**config.mk**
```make
export PLATFORM = sky130hd
export DESIGN_NAME = uart_tx_arbiter
export DESIGN_NICKNAME = d
export VERILOG_FILES = /design/src/rtl/uart_tx_arbiter.sv
export SDC_FILE = /design/constraint.sdc
export NUM_CORES = 1
export LEC_CHECK = 0
export CAP_MARGIN = 10
export CORE_MARGIN = 5
export CORE_UTILIZATION = 50
export CTS_BUF_LIST = sky130_fd_sc_hd__clkbuf_4
export CTS_CLUSTER_SIZE = 10
export DETAILED_ROUTE_END_ITERATION = 7
export GPL_ROUTABILITY_DRIVEN = 0
export PLACE_DENSITY = 0.81
export SLEW_MARGIN = 20
export SYNTH_ARGS = -nofsm -noshare
export SYNTH_HDL_FRONTEND = slang
export SYNTH_SLANG_ARGS = --single-unit
```
**constraint.sdc**
```tcl
create_clock -name clk -period 2.6 [get_ports clk]
set_input_delay 0.52 -clock clk [delete_from_list [all_inputs] [get_ports clk]]
set_output_delay 0.52 -clock clk [all_outputs]
set_load 0.02 [all_outputs]
```
**src/rtl/uart_tx_arbiter.sv**
```systemverilog
// Round-robin arbiter sharing one 8N1 UART transmit line between NUM_REQ byte producers.
// Optional build macro UART_ARB_LOCK_EN adds req_last and locks the line for multi-byte messages.
module uart_tx_arbiter #(
  parameter int NUM_REQ = 4,
  parameter int CLK_DIV = 868,
  parameter int ID_W    = $clog2(NUM_REQ)
) (
  input  logic                 clk,
  input  logic                 reset,
  input  logic [NUM_REQ-1:0]   req_valid,
  input  logic [8*NUM_REQ-1:0] req_data,
`ifdef UART_ARB_LOCK_EN
  input  logic [NUM_REQ-1:0]   req_last,
`endif
  output logic [NUM_REQ-1:0]   req_ready,
  output logic                 uart_tx,
  output logic                 busy,
  output logic [ID_W-1:0]      grant_id
);

  localparam int CNT_W = (CLK_DIV > 1) ? $clog2(CLK_DIV) : 1;
  localparam logic [CNT_W-1:0] CNT_LAST = CNT_W'(CLK_DIV - 1);

  typedef enum logic [1:0] {
    IDLE  = 2'd0,
    START = 2'd1,
    DATA  = 2'd2,
    STOP  = 2'd3
  } state_t;

  state_t           state_r, state_nx_s;
  logic [CNT_W-1:0] baud_r, baud_nx_s;
  logic [2:0]       bit_r, bit_nx_s;
  logic [7:0]       shift_r, shift_nx_s;
  logic [ID_W-1:0]  ptr_r, ptr_nx_s;
  logic [ID_W-1:0]  gid_r, gid_nx_s;
  logic             busy_r, busy_nx_s;
  logic             tx_r, tx_nx_s;
`ifdef UART_ARB_LOCK_EN
  logic             lock_r, lock_nx_s;
  logic [ID_W-1:0]  lock_id_r, lock_id_nx_s;
`endif

  logic             tick_s;
  logic             win_found_s;
  logic [ID_W-1:0]  win_idx_s;
  logic [ID_W-1:0]  cand_s;
  logic [NUM_REQ-1:0] ready_s;
  logic             accept_s;
  logic [7:0]       win_byte_s;

  assign tick_s = (baud_r == CNT_LAST);

  // Round-robin search starting just after the last winner; a held lock overrides it.
  always_comb begin
    win_found_s = 1'b0;
    win_idx_s   = '0;
    cand_s      = '0;
    for (int k = 1; k <= NUM_REQ; k++) begin
      cand_s = ID_W'((int'(ptr_r) + k) % NUM_REQ);
      if (!win_found_s && req_valid[cand_s]) begin
        win_found_s = 1'b1;
        win_idx_s   = cand_s;
      end else begin
        win_found_s = win_found_s;
      end
    end
`ifdef UART_ARB_LOCK_EN
    if (lock_r) begin
      win_found_s = req_valid[lock_id_r];
      win_idx_s   = lock_id_r;
    end else begin
      win_found_s = win_found_s;
    end
`endif
  end

  // Accept strobe is only offered in IDLE and never while reset is asserted.
  always_comb begin
    ready_s = '0;
    if ((state_r == IDLE) && !reset && win_found_s) begin
      ready_s[win_idx_s] = 1'b1;
    end else begin
      ready_s = '0;
    end
  end

  assign accept_s   = |(req_valid & ready_s);
  assign win_byte_s = req_data[{win_idx_s, 3'b000} +: 8];

  // Frame sequencer: next-state and next-register values.
  always_comb begin
    state_nx_s = state_r;
    baud_nx_s  = baud_r;
    bit_nx_s   = bit_r;
    shift_nx_s = shift_r;
    ptr_nx_s   = ptr_r;
    gid_nx_s   = gid_r;
    busy_nx_s  = busy_r;
    tx_nx_s    = tx_r;
`ifdef UART_ARB_LOCK_EN
    lock_nx_s    = lock_r;
    lock_id_nx_s = lock_id_r;
`endif
    case (state_r)
      IDLE: begin
        baud_nx_s = '0;
        if (accept_s) begin
          state_nx_s = START;
          shift_nx_s = win_byte_s;
          ptr_nx_s   = win_idx_s;
          gid_nx_s   = win_idx_s;
          busy_nx_s  = 1'b1;
          tx_nx_s    = 1'b0;
          bit_nx_s   = 3'd0;
`ifdef UART_ARB_LOCK_EN
          lock_nx_s    = ~req_last[win_idx_s];
          lock_id_nx_s = win_idx_s;
`endif
        end else begin
          tx_nx_s = 1'b1;
        end
      end
      START: begin
        if (tick_s) begin
          baud_nx_s  = '0;
          state_nx_s = DATA;
          tx_nx_s    = shift_r[0];
          shift_nx_s = {1'b0, shift_r[7:1]};
        end else begin
          baud_nx_s = baud_r + CNT_W'(1);
        end
      end
      DATA: begin
        if (tick_s) begin
          baud_nx_s = '0;
          if (bit_r == 3'd7) begin
            state_nx_s = STOP;
            tx_nx_s    = 1'b1;
          end else begin
            tx_nx_s    = shift_r[0];
            shift_nx_s = {1'b0, shift_r[7:1]};
            bit_nx_s   = bit_r + 3'd1;
          end
        end else begin
          baud_nx_s = baud_r + CNT_W'(1);
        end
      end
      STOP: begin
        if (tick_s) begin
          baud_nx_s  = '0;
          state_nx_s = IDLE;
          busy_nx_s  = 1'b0;
        end else begin
          baud_nx_s = baud_r + CNT_W'(1);
        end
      end
      default: begin
        state_nx_s = IDLE;
        baud_nx_s  = '0;
        busy_nx_s  = 1'b0;
        tx_nx_s    = 1'b1;
      end
    endcase
  end

  // State and datapath registers; reset abandons any frame in flight.
  always_ff @(posedge clk) begin
    if (reset) begin
      state_r <= IDLE;
      baud_r  <= '0;
      bit_r   <= 3'd0;
      shift_r <= 8'd0;
      ptr_r   <= ID_W'(NUM_REQ - 1);
      gid_r   <= '0;
      busy_r  <= 1'b0;
      tx_r    <= 1'b1;
`ifdef UART_ARB_LOCK_EN
      lock_r    <= 1'b0;
      lock_id_r <= '0;
`endif
    end else begin
      state_r <= state_nx_s;
      baud_r  <= baud_nx_s;
      bit_r   <= bit_nx_s;
      shift_r <= shift_nx_s;
      ptr_r   <= ptr_nx_s;
      gid_r   <= gid_nx_s;
      busy_r  <= busy_nx_s;
      tx_r    <= tx_nx_s;
`ifdef UART_ARB_LOCK_EN
      lock_r    <= lock_nx_s;
      lock_id_r <= lock_id_nx_s;
`endif
    end
  end

  assign req_ready = ready_s;
  assign uart_tx   = tx_r;
  assign busy      = busy_r;
  assign grant_id  = gid_r;

endmodule
```
==> flow_metrics.env <==
export IMPL_peakVddDrop_mv=0.431
export IMPL_core_area_um2=3610
export IMPL_clock_sinks=29
export IMPL_yosysMostFrequentCell="nor2_1"
export IMPL_track_usage=0.186
export IMPL_clk_pin_slew_ns=0.09
export IMPL_clockBufferDepth=2
export IMPL_hpwl_um=3350
export IMPL_fin_skew_ns=0.00843
export IMPL_synth_adder_area_share=0.0543
export IMPL_grt_pass1_vias=1722
export IMPL_placedCellCount=312
export IMPL_netlist_area_leader_share=0.315
export IMPL_syn_nets=257
export IMPL_synth_compound_area_frac=0.197
export IMPL_critPathArrivalTime_ns=1.98
export IMPL_p_leak_nw=0.950
export IMPL_crit_required_ns=2.08
export IMPL_synth_simple_area_share=0.239
export IMPL_p_switching_mw=0.864
export IMPL_setup_viol=0
export IMPL_drc_errors=0
export IMPL_nets=317
export IMPL_async_flop_share=0
export IMPL_htree_levels=2
export IMPL_fmax_mhz=400
export IMPL_fill_cells=305
export IMPL_p_clk_frac=0.130
export IMPL_wl_per_cell_um=13.5
export IMPL_ff2ff_setup_slack_ns=0.52
export IMPL_hold_path_class="reg -> reg"
export IMPL_finalWirelength_um=4330
export IMPL_finalHoldViolations=0
export IMPL_fin_tns_setup_ns=0
export IMPL_grt_antenna_before_repair=0
export IMPL_r2r_cells=7
export IMPL_rows=22
export IMPL_root_buffer="clkbuf_4"
export IMPL_ys_warn_count=0
export IMPL_antenna_left=0
export IMPL_placed_area_um2=2420
export IMPL_path_max_fanout=4
export IMPL_maxCapViolCount=0
export IMPL_hold_start="grant_id[1]"
export IMPL_viasPerCell=5.48
export IMPL_switching_share=0.411
export IMPL_cts_hold_buf=0
export IMPL_die_h_um=70.7
export IMPL_drv_slew=0
export IMPL_cts_tree="done"
export IMPL_period_share=0.961
export IMPL_antenna_cells=0
export IMPL_ios=46
export IMPL_drt_pass1_iter_count=4
export IMPL_pwr_share_seq=0.292
export IMPL_area_delta_synth_final_pct=33.7
export IMPL_hold_path_depth=2
export IMPL_drt_iter0_markers=70
export IMPL_hold_end="grant_id[1]"
export IMPL_worstMarginPinSlew_ns=0.657
export IMPL_crit_type="in -> out"
export IMPL_initial_utilization=0.511
export IMPL_dieWidth_um=70.7
export IMPL_synth_cell_types=48
export IMPL_r2r_end="shift_r[6]"
export IMPL_p_int_mw=1.24
export IMPL_syn_area_um2=1840
export IMPL_postSynthAreaPerCell_um2=8.74
export IMPL_cp_end_kind="output port"
export IMPL_insertion_delay_ns=0.33
export IMPL_synthMuxAreaShare=0.107
export IMPL_routed_via_count=1755
export IMPL_synth_seq_area_share=0.315
export IMPL_crit_start="req_valid[0]"
export IMPL_drive_gt1_frac=0.202
export IMPL_ys_top_cells_by_count="nor2_1, dfxtp_1, mux2_2, nand3_1"
export IMPL_synthXorXnorAreaFrac=0.0380
export IMPL_p_comb_frac=0.578
export IMPL_power_density_nw_per_um2=852
export IMPL_synth_top_family_by_area="simple AND/OR/NAND/NOR gates"
export IMPL_rsz0062_at_grt="yes"
export IMPL_fp_dieArea_um2=5000
export IMPL_worst_setup_path_start_kind="input port"
export IMPL_final_min_clock_period_ns=2.50
export IMPL_synthFlopType="dfxtp_1"
export IMPL_instances_no_fill=320
export IMPL_grt_max_degree=17
export IMPL_max_slew_margin_rel=0.558
export IMPL_synth_area_leaders="dfxtp_1, mux2_2, nor2_1"
export IMPL_rr_startpoint="baud_r[0]"
export IMPL_cts_buffers=5
export IMPL_gr_total_overflow=0
export IMPL_synth_seq_cells=29
export IMPL_synth_area_leader_cell="dfxtp_1"
export IMPL_synth_edff_count=0
export IMPL_post_route_cell_area_um2=2470
export IMPL_io_buffers=45
export IMPL_netlist_instances=211
export IMPL_status="finished, final reports clean"
export IMPL_grt_pass1_wl_um=7580
power groups by stage:
stage | sequential (mW) | clock (mW) | combinational [mW]
6_report | 0.614 | 0.273 | 1.21
5_1_grt | 0.628 | 0.308 | 1.34
4_1_cts | 0.613 | 0.282 | 1.22
3_5_place_dp | 0.622 | 0 | 1.22
3_3_place_gp | 0.621 | 0 | 1.20
2_1_floorplan | 0.629 | 0 | 0.830
through the flow:
stage	power (mW)	setup WS (ns)	util	hold slack [ns]
3_5_place_dp	1.84	-0.331	0.672	0.444
3_3_place_gp	1.82	-0.310	0.672	0.440
2_1_floorplan	1.46	0.393	-	0.430
6_report	2.10	0.100	0.684	0.455
5_1_grt	2.28	-0.0137	0.684	0.493
4_1_cts	2.12	0.00352	0.689	0.457
worst max path at each step:
| stage | cells past startpoint | endpoint | slack [ns] |
|---|---|---|---|
| finish | 6 | req_ready[0] | 0.10 |
| global placement | 6 | req_ready[0] | -0.31 |
| CTS | 6 | req_ready[0] | 0.004 |
| detailed placement | 5 | req_ready[1] | -0.33 |
| floorplan | 5 | req_ready[0] | 0.39 |
| global route | 6 | req_ready[1] | -0.01 |
layer usage:
layer	GRT usage	wire length, um
met1	0.223	1900
met2	0.304	2020
met3	0.0597	305
met4	0.0814	110
met5	0	0
cell usage in the layout (no fill, tap or decap), drive strengths merged, types with 3 or more instances in the layout:
cell type	count
a21boi	4
a21oi	10
a311oi	5
a31oi	5
a41oi	3
and3	5
buf	18
clkbuf	8
clkdlybuf4s50	40
clkinv	3
dfxtp	29
ha	8
inv	6
mux2	14
mux2i	4
nand2	10
nand3	14
nand4	7
nor2	32
nor3	5
o21ai	8
xnor2	5
xor2	3
worst max-delay path, cell delays in order:
cell and delay (ns):
clkdlybuf4s50_1 0.53, nand2b_1 0.14, o22ai_1 0.10, or2_2 0.31
nor3_1 0.19, buf_2 0.19
area by class of cell:
class | count | area [um^2] | area share
inverter | 7 | 26.3 | 0.0107
clock buffer | 6 | 45.0 | 0.0183
sequential | 29 | 581 | 0.235
multi-input combinational | 167 | 1180 | 0.478
tap | 48 | 60.1 | 0.0244
clock inverter | 2 | 10.0 | 0.00406
timing repair buffer | 61 | 566 | 0.229
state kept, by name (all words and copies together), names as in the netlist:
signal,cells
busy,1
shift_r,8
ptr_r,2
state_r,2
baud_r,10
grant_id,2
uart_tx,1
bit_r,3
repair_timing:
| item | CTS | global route |
|---|---|---|
| gates resized for setup | 13 | 5 |
| setup endpoints to repair | 4 | 4 |
| endpoints found under the hold margin | 0 | 0 |
| setup buffers | 0 | 0 |
cell families (layout without fill, tap and decap cells):
group | Yosys count | count (layout)
buffers and inverters | 15 | 76
flip-flops | 29 | 29
AO/OA/AOI/OAI | 48 | 48
AND/OR/NAND/NOR | 85 | 85
multiplexers | 18 | 18
adder cells (fa/ha/maj) | 8 | 8
XOR/XNOR | 8 | 8
(Power assumes the default switching activity.)
